==> src/rtl/switch_led_pkg.sv <==
// rtl/switch_led_pkg.sv - shared constants and helpers for the switch/LED controller
// Purpose: default channel count and debounce limits, plus the debounce
//          counter width helper used by debounce_filter.
// Ports:   none (package).
package switch_led_pkg;

  localparam int NUM_CH_DEF         = 4;
  localparam int DEBOUNCE_LIMIT_DEF = 250000;   // 10 ms at 25 MHz
  localparam int DEBOUNCE_LIMIT_SIM = 4;        // short window for simulation

  // Counter must hold 0..limit-1; a limit of 1 still needs a 1-bit counter.
  function automatic int cnt_width(input int limit);
    int w;
    w = $clog2(limit);
    return (w < 1) ? 1 : w;
  endfunction

endpackage

==> src/rtl/debounce_filter.sv <==
// rtl/debounce_filter.sv - single-channel synchronizer and debounce filter
// Purpose: brings one raw switch into the clock domain through two flops and
//          accepts a new level only after it has differed from the accepted
//          level for DEBOUNCE_LIMIT consecutive edges.
// Ports:
//   i_Clk    - system clock, rising edge
//   i_Reset  - asynchronous active-high reset
//   i_Switch - raw, bouncing switch level
//   o_Switch - debounced level
module debounce_filter
  import switch_led_pkg::*;
#(
  parameter int DEBOUNCE_LIMIT = DEBOUNCE_LIMIT_DEF
) (
  input  logic i_Clk,
  input  logic i_Reset,
  input  logic i_Switch,
  output logic o_Switch
);

  localparam int            CW       = cnt_width(DEBOUNCE_LIMIT);
  localparam logic [CW-1:0] CNT_LAST = CW'(DEBOUNCE_LIMIT - 1);

  logic          meta_q;
  logic          sync_q;
  logic          state_q, state_d;
  logic [CW-1:0] cnt_q, cnt_d;

  // Any return to the accepted level restarts the window; the counter stops
  // at CNT_LAST because the level is accepted there, so it never wraps.
  always_comb begin
    state_d = state_q;
    cnt_d   = cnt_q;
    if (sync_q == state_q) begin
      cnt_d = '0;
    end else if (cnt_q == CNT_LAST) begin
      state_d = sync_q;
      cnt_d   = '0;
    end else begin
      cnt_d = cnt_q + CW'(1);
    end
  end

  always_ff @(posedge i_Clk or posedge i_Reset) begin
    if (i_Reset) begin
      meta_q  <= 1'b0;
      sync_q  <= 1'b0;
      state_q <= 1'b0;
      cnt_q   <= '0;
    end else begin
      meta_q  <= i_Switch;
      sync_q  <= meta_q;
      state_q <= state_d;
      cnt_q   <= cnt_d;
    end
  end

  assign o_Switch = state_q;

endmodule

==> src/rtl/switch_led_ctrl.sv <==
// rtl/switch_led_ctrl.sv - debounced multi-channel switch to LED controller
// Purpose: debounces NUM_CH switches, pulses o_Press on each accepted press
//          and drives LEDs either directly from the debounced level or as a
//          press-toggled latch (TOGGLE_MASK bit = 1).
// Ports:
//   i_Clk    - system clock, rising edge
//   i_Reset  - asynchronous active-high reset
//   i_Switch - raw switch levels, 1 = pressed
//   i_Clear  - clears all toggle-mode LEDs on the next edge
//   o_LED    - registered LED drive, 1 = on
//   o_Press  - registered one-cycle pulse per accepted press
module switch_led_ctrl
  import switch_led_pkg::*;
#(
  parameter int                NUM_CH         = NUM_CH_DEF,
  parameter int                DEBOUNCE_LIMIT = DEBOUNCE_LIMIT_DEF,
  parameter logic [NUM_CH-1:0] TOGGLE_MASK    = '0
) (
  input  logic              i_Clk,
  input  logic              i_Reset,
  input  logic [NUM_CH-1:0] i_Switch,
  input  logic              i_Clear,
  output logic [NUM_CH-1:0] o_LED,
  output logic [NUM_CH-1:0] o_Press
);

  logic [NUM_CH-1:0] db;
  logic [NUM_CH-1:0] rise;
  logic [NUM_CH-1:0] d_prev_q, d_prev_d;
  logic [NUM_CH-1:0] press_q, press_d;
  logic [NUM_CH-1:0] led_q, led_d;

  for (genvar n = 0; n < NUM_CH; n++) begin : g_ch
    debounce_filter #(
      .DEBOUNCE_LIMIT(DEBOUNCE_LIMIT)
    ) u_debounce (
      .i_Clk   (i_Clk),
      .i_Reset (i_Reset),
      .i_Switch(i_Switch[n]),
      .o_Switch(db[n])
    );
  end

  always_comb begin
    rise     = db & ~d_prev_q;
    d_prev_d = db;
    press_d  = rise;
    led_d    = led_q;
    for (int n = 0; n < NUM_CH; n++) begin
      if (TOGGLE_MASK[n]) begin
        // Clear has priority over a press landing on the same edge.
        if (i_Clear) begin
          led_d[n] = 1'b0;
        end else if (rise[n]) begin
          led_d[n] = ~led_q[n];
        end
      end else begin
        led_d[n] = db[n];
      end
    end
  end

  always_ff @(posedge i_Clk or posedge i_Reset) begin
    if (i_Reset) begin
      d_prev_q <= '0;
      press_q  <= '0;
      led_q    <= '0;
    end else begin
      d_prev_q <= d_prev_d;
      press_q  <= press_d;
      led_q    <= led_d;
    end
  end

  assign o_LED   = led_q;
  assign o_Press = press_q;

endmodule

==> config.mk <==
export PLATFORM = sky130hd
export DESIGN_NAME = switch_led_ctrl
export DESIGN_NICKNAME = d
export VERILOG_FILES = /design/src/rtl/switch_led_pkg.sv /design/src/rtl/debounce_filter.sv /design/src/rtl/switch_led_ctrl.sv
export SDC_FILE = /design/constraint.sdc
export NUM_CORES = 1
export LEC_CHECK = 0
export BUFFER_PORTS_ARGS = -buffer_cell sky130_fd_sc_hd__buf_2
export CAP_MARGIN = 20
export CORE_MARGIN = 1
export CORE_UTILIZATION = 50
export CTS_CLUSTER_SIZE = 28
export DETAILED_ROUTE_END_ITERATION = 10
export GPL_TIMING_DRIVEN = 0
export PLACE_DENSITY = 0.67
export SKIP_LAST_GASP = 1
export SLEW_MARGIN = 20
export SYNTH_ARGS = -nofsm -noshare
export SYNTH_HDL_FRONTEND = slang
export SYNTH_SLANG_ARGS = --single-unit
==> constraint.sdc <==
create_clock -name i_Clk -period 5 [get_ports i_Clk]
set_input_delay 0.25 -clock i_Clk [delete_from_list [all_inputs] [get_ports i_Clk]]
set_output_delay 0.25 -clock i_Clk [all_outputs]
set_load 0.02 [all_outputs]
==> results.tsv <==
metric	value	unit
simple logic cell fraction of the synthesized area	0.251	
net count after synthesis	414	
Final Core Density	0.575	
H-tree depth	3	
Setup TNS	0	ns
CTS Buf Count	9	
CP Cell Sequence	nor4_1 > nand2_1 > o41ai_2 > buf_2 > nor2_1	
Final Max Tran Viols	0	
Post-Layout Cell Count	543	
Fin. Hold Viols	0	
P_leak	1.95	nW
reg2reg path depth	5	
WL/cell	14.1	um
sequential share of the synthesized area	0.543	
max cap viols	0	
hold path cells	0	
post-synthesis mux area share	0.0130	
post-synthesis average cell area	10.5	um2
core area	8220	um2
TritonCTS clock tree	done	
gpl congestion	0.801	
Worst path slowest cell	o41ai_2	
part of the cycle the worst path needs	0.461	
DR iter-0 viols	99	
WP data arrival	2.55	ns
IO Pins	15	
Syn Inst Count	403	
Final Skew	0.00669	ns
std cell rows	33	
Slew @ Worst Pin	0.846	ns
Post-Synth Adder-Cell Area	0.0118	
Synth Register Bits	92	
Yosys cell types	36	
crit start category	flip-flop	
slowest stage delay, CP	0.83	ns
hold path start	g_ch[0].u_debounce.meta_q$_DFF_PP0_	
gr usage total	0.195	
DR vias	3014	
r2r endpoint	g_ch[1].u_debounce.cnt_q[13]$_DFF_PP0_	
Starting Density	0.516	
Root Buffer	clkbuf_8	
Worst-path clk slew	0.08	ns
DR pass1 iterations	4	
Die ar.	8850	um2
r2r startpoint	g_ch[1].u_debounce.cnt_q[10]$_DFF_PP0_	
overflow left after global routing	0	
Hold WS	0.369	ns
# nets final	444	
Synth warnings	0	
vias per cell	5.55	
CTS resizes	0	
HP Class	reg2reg	
crit path time final	2.30	ns
largest family of logic cells by synthesized area	simple AND/OR/NAND/NOR gates	
critical path's top delay family	compound AO/OA/AOI/OAI gates	
fmax	434	MHz
Antenna diodes	0	
fin area	4720	um2
setup slack, reg-to-reg	2.70	ns
WP buf/inv	1	
latest clock arrival within the worst-skew pair	0.36	ns
Critical Path End Type	flip-flop	
# setup viols final	0	
clk sinks	92	
cell area after synthesis	4240	um2
die span in y	94.1	um
RSZ-0062 raised after global routing	no	
worst endpoint required time	5.24	ns
ratio of cells with drive above 1 in the final layout	0.112	
die width	94.1	um
Max VDD drop	135	uV
Setup CP Type	reg2reg	
Hold Path Sink	g_ch[0].u_debounce.sync_q$_DFF_PP0_	
final WL	7640	um
area grow syn2layout	11.4	%
DRC Markers	0	
Post-Synth XOR/XNOR Area	0.128	
Compound-Gate Fraction of Synth Area	0.0328	
Pwr per Cell Area	280	nW/um2
Clock Path Buffers	2	
dpl cells	522	
vias in the first global route	2924	
post-CTS setup buffer count	0	
status	completed	
HPWL after detailed placement	5120	um
Placement Cell Area	4470	um2
CP Max Fanout	10	
PortBufs	13	
slew margin rel.	0.430	
largest net degree at the start of global routing	69	
post-route ant nets	0	
global-route wire length before repair	13400	um
initial antenna violation count	0	
worst register-to-register path, cell delays in order (launching register included):
cell	delay, ns
dfrtp_1	0.44
nor4_1	0.33
nand2_1	0.16
o41ai_2	0.83
buf_2	0.36
nor2_1	0.08
cell usage in the layout (no fill, tap or decap), types with 6 or more instances in the layout:
cell,n
dfrtp_1,92
nor2_1,77
xnor2_1,42
nand3_1,25
nand4_1,22
nand2_1,22
nor4_1,20
xor2_1,20
buf_2,16
nor3_1,12
clkbuf_8,11
inv_1,9
and4_1,6
layer usage:
metal,GRT usage,vias up,part of all wire
met2,0.309,49,0.46
met4,0.0885,0,0.020
li1,-,1467,-
met5,0,-,0
met3,0.0267,12,0.024
met1,0.267,1486,0.50
state kept, by name, indices dropped and copies added (netlist names):
name,cells
g_ch.u_debounce.cnt_q,72
g_ch.u_debounce.sync_q,4
o_Press,4
g_ch.u_debounce.meta_q,4
d_prev_q,4
g_ch.u_debounce.o_Switch,4
what timing repair did:
action	in CTS	in global routing
endpoints found under the hold margin	28	0
hold buffers	5	0
setup endpoints to repair	0	0
worst max path at each step:
stage / startpoint / end / slack (ns) / cells past startpoint
after detailed placement: g_ch[1].u_debounce.cnt_q[10]$_DFF_PP0_ / g_ch[1].u_debounce.cnt_q[10]$_DFF_PP0_ / 2.70 / 5
after floorplan: i_Reset / d_prev_q[0]$_DFF_PP0_ / 2.36 / 1
after global routing: g_ch[1].u_debounce.cnt_q[10]$_DFF_PP0_ / g_ch[1].u_debounce.cnt_q[10]$_DFF_PP0_ / 2.42 / 5
after CTS: g_ch[1].u_debounce.cnt_q[10]$_DFF_PP0_ / g_ch[1].u_debounce.cnt_q[10]$_DFF_PP0_ / 2.69 / 5
final: g_ch[1].u_debounce.cnt_q[10]$_DFF_PP0_ / g_ch[1].u_debounce.cnt_q[13]$_DFF_PP0_ / 2.70 / 5
after global placement: i_Reset / g_ch[2].u_debounce.cnt_q[0]$_DFF_PP0_ / 1.29 / 2
per-stage QoR:
| stage | worst slack [ns] | total power, W |
|---|---|---|
| floorplan | 2.36 | 0.000813 |
| global placement | 1.29 | 0.000826 |
| detailed placement | 2.70 | 0.000830 |
| CTS | 2.69 | 0.00134 |
| global route | 2.42 | 0.00138 |
| finish | 2.70 | 0.00132 |
synth_stat cells:
master,number,share of area
buf_2,3,0.0035
inv_1,10,0.0089
or3_4,1,0.0027
xnor2_1,42,0.087
nor4bb_1,1,0.0024
and2_1,1,0.0015
xor2_1,20,0.041
o21ai_0,3,0.0035
nor2_1,77,0.068
and4_1,6,0.012
nor4_1,20,0.030
or4b_2,3,0.0071
a21o_1,1,0.0018
nand2b_1,1,0.0015
nand4_1,22,0.032
or3_1,3,0.0044
or4b_1,3,0.0071
a21oi_1,5,0.0059
dfrtp_1,92,0.54
ha_1,4,0.012
or4_1,4,0.0071
clkbuf_2,1,0.0012
mux2i_1,1,0.0024
clkbuf_1,1,0.00088
o41ai_4,1,0.0065
buf_6,2,0.0053
nand3_1,25,0.030
o21ai_4,2,0.0077
o31ai_1,2,0.0035
o41ai_2,1,0.0038
nor2b_1,5,0.0074
nand2_1,22,0.019
nand4b_1,1,0.0021
nor3_1,12,0.014
mux2_2,4,0.011
or4_4,1,0.0027
kinds of logic after synthesis:
group,after synthesis
AO/OA/AOI/OAI,15
XOR/XNOR,62
adder cells (fa/ha/maj),4
buffers and inverters,17
flip-flops,92
multiplexers,5
AND/OR/NAND/NOR,208
layout make-up:
type                            instances  area (um2)
Buffer                                  7        46.3
Clock buffer                           12         155
Clock inverter                          4        47.5
Fill cell                             747        3500
Inverter                               10        42.5
Multi-Input combinational cell        294        1850
Sequential cell                        92        2300
Tap cell                              105         131
Timing Repair Buffer                   19         143
report_power, final:
part           switching (W)  internal, W
combinational      0.0000336    0.0000184
sequential        0.00000989     0.000754
clock               0.000251     0.000257
total               0.000294      0.00103
Note: power is estimated with default switching activity, not from simulation.
